===== config.mk =====
export PLATFORM = sky130hd
export DESIGN_NAME = change_dispenser
export DESIGN_NICKNAME = d
export VERILOG_FILES = /design/src/rtl/vending_pkg.sv /design/src/rtl/coin_select.sv /design/src/rtl/change_dispenser.sv
export SDC_FILE = /design/constraint.sdc
export NUM_CORES = 1
export LEC_CHECK = 0
export CORE_MARGIN = 4
export CORE_UTILIZATION = 50
export CTS_CLUSTER_SIZE = 40
export DETAILED_ROUTE_END_ITERATION = 10
export HOLD_SLACK_MARGIN = 0.1
export PLACE_DENSITY = 0.79
export SLEW_MARGIN = 10
export SYNTH_ARGS = -nofsm -noshare
export SYNTH_HDL_FRONTEND = slang
export SYNTH_HIERARCHICAL = 1
export SYNTH_SLANG_ARGS = --single-unit
export TNS_END_PERCENT = 5

===== constraint.sdc =====
create_clock -name i_clk -period 3.1 [get_ports i_clk]
set_input_delay 0.62 -clock i_clk [delete_from_list [all_inputs] [get_ports i_clk]]
set_output_delay 0.62 -clock i_clk [all_outputs]
set_load 0.02 [all_outputs]

===== src/rtl/vending_pkg.sv =====
// vending_pkg
// Shared definitions for the change dispenser: the controller state
// encoding, the coin code driven on o_coin, and the value of each coin
// in 5-cent units.
package vending_pkg;

  typedef enum logic [2:0] {
    IDLE   = 3'd0,
    CHECK  = 3'd1,
    VEND   = 3'd2,
    CHANGE = 3'd3,
    DONE   = 3'd4
  } state_e;

  typedef enum logic [1:0] {
    COIN_NONE    = 2'b00,
    COIN_NICKEL  = 2'b01,
    COIN_DIME    = 2'b10,
    COIN_QUARTER = 2'b11
  } coin_e;

  localparam int NICKEL  = 1;
  localparam int DIME    = 2;
  localparam int QUARTER = 5;

endpackage


===== src/rtl/coin_select.sv =====
// coin_select
// Purely combinational greedy coin picker: given the change still owed,
// returns the largest coin that does not exceed it, plus that coin's
// value so the caller can subtract it.
//
// Ports
//   remain : change still owed, 5-cent units
//   coin   : coin code (COIN_NONE when remain is zero)
//   value  : value of the chosen coin, 5-cent units (0 for COIN_NONE)
module coin_select
  import vending_pkg::*;
#(
  parameter int W = 4
) (
  input  logic [W-1:0] remain,
  output coin_e        coin,
  output logic [W-1:0] value
);

  // Widths of at least 3 bits are needed to represent a quarter (5).
  always_comb begin
    coin  = COIN_NONE;
    value = '0;
    if (remain >= W'(QUARTER)) begin
      coin  = COIN_QUARTER;
      value = W'(QUARTER);
    end else if (remain >= W'(DIME)) begin
      coin  = COIN_DIME;
      value = W'(DIME);
    end else if (remain >= W'(NICKEL)) begin
      coin  = COIN_NICKEL;
      value = W'(NICKEL);
    end
  end

endmodule


===== src/rtl/change_dispenser.sv =====
// change_dispenser
// Vending transaction controller. On a start request it latches the credit,
// price and cancel flag, decides in one cycle whether to refund, reject or
// vend, hands out the item with a valid/ack handshake and then pays the
// change greedily one coin at a time with a second valid/ack handshake.
//
// Ports
//   i_clk, i_rst_n          : clock, asynchronous active-low reset
//   i_start                 : transaction request (only honoured in IDLE)
//   i_credit, i_price       : credit inserted and item price, 5-cent units
//   i_cancel                : refund everything, no item
//   o_busy                  : controller is not idle
//   o_item_valid/i_item_ack : item release handshake
//   o_coin_valid/o_coin/i_coin_ack : change coin handshake
//   o_remain                : change still owed
//   o_done                  : one-cycle pulse at end of a transaction
//   o_short                 : one-cycle pulse when credit is below price
module change_dispenser
  import vending_pkg::*;
#(
  parameter int CREDIT_W = 4
) (
  input  logic                i_clk,
  input  logic                i_rst_n,
  input  logic                i_start,
  input  logic [CREDIT_W-1:0] i_credit,
  input  logic [CREDIT_W-1:0] i_price,
  input  logic                i_cancel,
  output logic                o_busy,
  output logic                o_item_valid,
  input  logic                i_item_ack,
  output logic                o_coin_valid,
  output logic [1:0]          o_coin,
  input  logic                i_coin_ack,
  output logic [CREDIT_W-1:0] o_remain,
  output logic                o_done,
  output logic                o_short
);

  state_e              state_q, state_d;
  logic [CREDIT_W-1:0] credit_q, credit_d;
  logic [CREDIT_W-1:0] price_q, price_d;
  logic                cancel_q, cancel_d;
  logic [CREDIT_W-1:0] remain_q, remain_d;

  coin_e               sel_coin;
  logic [CREDIT_W-1:0] sel_value;

  coin_select #(.W(CREDIT_W)) u_coin_select (
    .remain (remain_q),
    .coin   (sel_coin),
    .value  (sel_value)
  );

  always_ff @(posedge i_clk or negedge i_rst_n) begin
    if (!i_rst_n) begin
      state_q  <= IDLE;
      credit_q <= '0;
      price_q  <= '0;
      cancel_q <= 1'b0;
      remain_q <= '0;
    end else begin
      state_q  <= state_d;
      credit_q <= credit_d;
      price_q  <= price_d;
      cancel_q <= cancel_d;
      remain_q <= remain_d;
    end
  end

  // All outputs are decoded from registered state, so an asynchronous reset
  // withdraws any pending item or coin request at once.
  always_comb begin
    state_d      = state_q;
    credit_d     = credit_q;
    price_d      = price_q;
    cancel_d     = cancel_q;
    remain_d     = remain_q;
    o_busy       = (state_q != IDLE);
    o_item_valid = 1'b0;
    o_coin_valid = 1'b0;
    o_coin       = COIN_NONE;
    o_done       = 1'b0;
    o_short      = 1'b0;

    case (state_q)
      IDLE: begin
        if (i_start) begin
          credit_d = i_credit;
          price_d  = i_price;
          cancel_d = i_cancel;
          remain_d = '0;
          state_d  = CHECK;
        end
      end

      // Cancel wins over the price check; the compare guards the subtraction.
      CHECK: begin
        if (cancel_q) begin
          remain_d = credit_q;
          state_d  = CHANGE;
        end else if (credit_q < price_q) begin
          o_short  = 1'b1;
          remain_d = '0;
          state_d  = IDLE;
        end else begin
          remain_d = credit_q - price_q;
          state_d  = VEND;
        end
      end

      VEND: begin
        o_item_valid = 1'b1;
        if (i_item_ack) begin
          state_d = (remain_q != '0) ? CHANGE : DONE;
        end
      end

      // Leaving straight to DONE on the last ack avoids an idle cycle with
      // nothing presented; a zero refund falls through the first branch.
      CHANGE: begin
        if (remain_q == '0) begin
          state_d = DONE;
        end else begin
          o_coin_valid = 1'b1;
          o_coin       = sel_coin;
          if (i_coin_ack) begin
            remain_d = remain_q - sel_value;
            if (remain_d == '0) begin
              state_d = DONE;
            end
          end
        end
      end

      DONE: begin
        o_done  = 1'b1;
        state_d = IDLE;
      end

      default: begin
        state_d = IDLE;
      end
    endcase
  end

  assign o_remain = remain_q;

endmodule


Word level (Yosys, flattened, before mapping) --
Cells that the tools add are included.
Word-level totals: register bits 16, word-level logic and storage cells 60, output and inout port bits 11, bits of input ports 14
Cells by class: eq/ne operators 10, reduce and logical (&&, ||, !) cells 9, add/sub/neg operators 2, order comparisons 4, multiplexer cells 30
Operators by type and width (count):
- two-way mux 4 bit | 7
- two-way mux 3 bit | 6
- two-way mux 2 bit | 6
- case mux 3 bit (4 select lines) | 1
- case mux 4 bit (3 select lines) | 1
- two-way mux 1 bit | 9
- logical NOT 4 bit | 2
- != test 2 bit (second input constant) | 4
- AND reduction 4 bit | 2
- subtractor 4 bit | 2
- == test 3 x 2 -> 1 bit (second input constant) | 2
- != test 3 bit (second input constant) | 2
- nonzero test 3 bit | 2
- >= comparator 4 x 1 -> 1 bit (second input constant) | 1
- >= comparator 4 x 2 -> 1 bit (second input constant) | 1
- >= comparator 4 x 3 -> 1 bit (second input constant) | 1
- < comparator 4 bit | 1
- nonzero test 4 bit | 1
- == test 3 x 1 -> 1 bit (second input constant) | 1
- == test 3 bit (second input constant) | 1
- logical NOT 3 bit | 1
- AND reduction 2 bit | 1

Longest topological paths before layout --
depth after elaboration 10, mapped depth 9, mapped depth without buffers 8

By module --
The synthesis kept the hierarchy.
By module, submodules not included:
- change_dispenser | area an instance 1094.8 um^2, sequential area each 400.4 um^2, cells each 113, times used 1
- coin_select | area an instance 72.6 um^2, sequential area each 0.0 um^2, cells each 10, times used 1

Worst setup path before layout --
Ideal clock, no wire load.
path type reg2out, start reg credit_q[0], end out o_short, data required time 2.480 ns, buffers on the path 0, cell stages (with the launch flop) 8, data arrival time 2.007 ns, slack 0.473 ns, path through dfrtp_1 inv_1 ha_1 inv_1 fa_1 a21o_1 a21oi_1 nor3b_1
On the way: word-level cells in the longest chain between the ends 4
RTL lines:
- start: declaration | line change_dispenser.sv:41 | logic [CREDIT_W-1:0] credit_q, credit_d;
- start signal: assignment | line change_dispenser.sv:64 | credit_q <= credit_d;
- < comparator 4 bit | line change_dispenser.sv:102 | end else if (credit_q < price_q) begin
- two-way mux 1 bit | line change_dispenser.sv:102
- two-way mux 1 bit | line change_dispenser.sv:99 | if (cancel_q) begin
- two-way mux 1 bit | line change_dispenser.sv:86 | case (state_q)
- end: declaration | line change_dispenser.sv:37 | output logic o_short
No other way between the ends.

Final worst setup path --
start reg remain_q[1], in the netlist o_remain[1], end out o_coin[1]
On the way: word-level cells in the longest chain between the ends 5, elaborated cells between the ends (all ways) 7, classes of those cells order compare: 2; mux: 4; reduce/logical: 1
RTL lines:
- start: declaration | line change_dispenser.sv:44 | logic [CREDIT_W-1:0] remain_q, remain_d;
- start signal: assignment | line change_dispenser.sv:67 | remain_q <= remain_d;
- >= comparator 4 x 2 -> 1 bit | line coin_select.sv:27 | end else if (remain >= W'(DIME)) begin
- two-way mux 2 bit | line coin_select.sv:27
- two-way mux 2 bit | line coin_select.sv:24 | if (remain >= W'(QUARTER)) begin
- two-way mux 2 bit * | line change_dispenser.sv:122 | if (remain_q == '0) begin
- two-way mux 2 bit * | line change_dispenser.sv:86
- end: declaration | line change_dispenser.sv:33 | output logic [1:0] o_coin,
Every way passes the cells marked *; elsewhere a longest branch is shown, timed or not.

==> results_dict.tcl <==
set metrics [dict create \
    worst_slack_ns 0.177 \
    grt_pass1_vias 929 \
    start_util_pct 52.8 \
    cts.clk_slew.worst_paths_ns 0.09 \
    ir_drop_v 0.000613 \
    internal_power_uw 994 \
    core_um2 2210 \
    fillers 188 \
    cts-buffers-inserted 3 \
    pwr-share-clk_pct 7.6 \
    crit_fanout 9 \
    overflow 0 \
    rsz0062_at_grt "no" \
    async_reset_ff_share_pct 100 \
    vias 977 \
    fin_crit_ns 2.92 \
    required_ns 2.48 \
    worstSetupStartpointType "flop" \
    regArea_um2 400 \
    synth-seq-cells 16 \
    fin_hold_ws_ns 0.526 \
    arrival_ns 2.30 \
    final-hold-violation-count 0 \
    finalWirelength_mm 2.38 \
    crit_chain "nor4_1, buf_4, nand2b_1, inv_1, and2_1, clkdlybuf4s50_1" \
    holdPathStages 1 \
    drtIter0Drc 22 \
    clkSinkCount 16 \
    clock_latency_ns 0.28 \
    finalClockSkew_ns 0.0110 \
    fmax_ghz 0.342 \
    antenna_found_initial 0 \
    dp_hpwl_mm 1.91 \
    p_leak_nw 0.640 \
    synthTopCellsByArea "dfrtp_1, ha_1, inv_1, mux2_2, fa_1" \
    die_area_um2 3170 \
    worst_slew_pin_slew_ns 0.732 \
    tritoncts "yes" \
    synthesis.area_um2 1170 \
    cts_max_level 1 \
    final_util_pct 66.1 \
    drive_gt1_share_pct 13.4 \
    layout_worst_path_cycle_share_pct 94.3 \
    cp_slowest_cell "clkdlybuf4s50_1" \
    setup_tns_ns 0 \
    avgSynthCellArea_um2 9.49 \
    gp_congestion 0.821 \
    seq_area_frac_synth_pct 34.3 \
    ys.flop_type "dfrtp_1" \
    max-cap-violations 0 \
    slowest_delay_ns 0.53 \
    grtUsageTotal_pct 16.0 \
    status "complete, no violations" \
    drc 0 \
    synth_edf_count 0 \
    fin_nets 173 \
    drt.antenna.violating_nets 0 \
    mostFrequentLayoutCells "clkdlybuf4s50_1, dfrtp_1, inv_1, nand2_1, ha_1" \
    power.net_switching_uw 797 \
    syn-num-nets 146 \
    swShare_pct 44.5 \
    critPathKind "flop to output pin" \
    insertedDiodeCount 0 \
    max_slew_margin_pct 50.5 \
    rows 17 \
    cts.path.max_buffers 2 \
    dieWidth_um 56.3 \
    vias_per_cell 5.52 \
    pwr-share-seq_pct 25.3 \
    multi_input_comb_area_um2 687 \
    synthCells 123 \
    hold_path_class "flop to flop" \
    post-place-ws_ns 0.237 \
    grt_start_max_net_pins 17 \
    r2r_cells 8 \
    synthDistinctLibCells 46 \
    end_kind "output pin" \
    drt_pass1_iterations 4 \
    powerDensity_nw_per_um2 1230 \
    hold-path-endpoint "price_q[0]" \
    synth.largest_area_cell "dfrtp_1" \
    area_delta_synth_final_pct 25.2 \
    io_buffers 24 \
    rrSetupSlack_ns 0.82 \
    cts-root-buf "clkbuf_4" \
    combPwrFrac_pct 67.1 \
    setup_viol 0 \
    io_pins 25 \
    layout_commonest_cell "clkdlybuf4s50_1" \
    p_total_mw 1.79 \
    ys_warn_count 6 \
    slew_viol_final 0 \
    yosys.area.top_type_share_pct 34.3 \
    grt_first_pass_wirelength_mm 4.05 \
    wl_per_cell_um 13.4 \
    hold_path.startpoint "price_q[0]" \
    r2r-start "o_remain[1]" \
    reg2reg_to "state_q[1]" \
    die_h_um 56.3 \
]
==> logic make-up after synthesis <==
logic type,after synthesis,synth area share [%]
fa+ha+maj,9,10.9
buf+inv,17,6.86
mux,4,3.86
compound gates,31,19.1
xor+xnor,3,2.25
other cells,1,0.321
simple gates,42,22.4
flops,16,34.3
==> repair_timing <==
action,in CTS,in global routing
endpoints found under the setup margin,1,0
setup buffers,0,0
hold buffers,0,0
gates resized for setup,1,0
hold endpoints to repair,0,0
==> through the flow <==
stage	instances	cell area, µm²
after floorplan	123	1170
after global placement	173	1430
after detailed placement	173	1430
after CTS	177	1460
after global routing	177	1460
final	177	1460
==> how the worst max path moves through the flow <==
stage                            from        end  slack [ns]
after global placement    credit_q[0]    o_short        0.29
after floorplan           credit_q[0]    o_short        0.47
after global routing      o_remain[1]  o_coin[1]        0.03
after detailed placement  credit_q[0]    o_short        0.24
after CTS                 o_remain[1]  o_coin[1]        0.19
final                     o_remain[1]  o_coin[1]        0.18
==> routing by layer <==
metal  GRT usage [%]  part of all wire, %  vias up
met5               0                    0        -
met4            7.12                  1.7        0
met3            2.07                  4.7        4
met2            28.5                   51       21
met1            18.8                   43      465
li1                -                    -      487
==> area by class of cell <==
class                      instances  area share (%)
sequential                        16            27.4
tap                               28            2.40
inverter                          13            3.34
timing repair buffer              26            17.4
multi-input combinational         90            47.0
clock buffer                       4            2.48
==> flip-flops by register name, summed over array words and instances (netlist names) <==
register,cells
cancel_q,1
credit_q,4
o_remain,4
price_q,4
state_q,3
==> synthesized netlist by cell type (3+ instances only) <==
| cell type | n |
|---|---|
| o21ai_0 | 6 |
| a21o_1 | 3 |
| o211ai_1 | 3 |
| dfrtp_1 | 16 |
| mux2_2 | 4 |
| a21oi_1 | 5 |
| nand3b_1 | 4 |
| nand2_1 | 9 |
| inv_1 | 13 |
| and2_1 | 3 |
| ha_1 | 7 |
| nor3b_1 | 4 |
| nor2_1 | 4 |
==> power by group through the flow <==
stage / sequential (mW) / clock (mW) / combinational [mW]
floorplan: 0.446 / 0 / 0.871
global placement: 0.446 / 0 / 1.17
detailed placement: 0.457 / 0 / 1.20
CTS: 0.452 / 0.143 / 1.20
global route: 0.475 / 0.148 / 1.34
finish: 0.453 / 0.136 / 1.20
==> worst max-delay path: cells and delay by family, from the launching register on <==
family	cells	cell delay, ns
flops	1	0.47
buf+inv	3	0.82
simple gates	3	0.73
No activity file was read; power rests on OpenSTA's default activity.
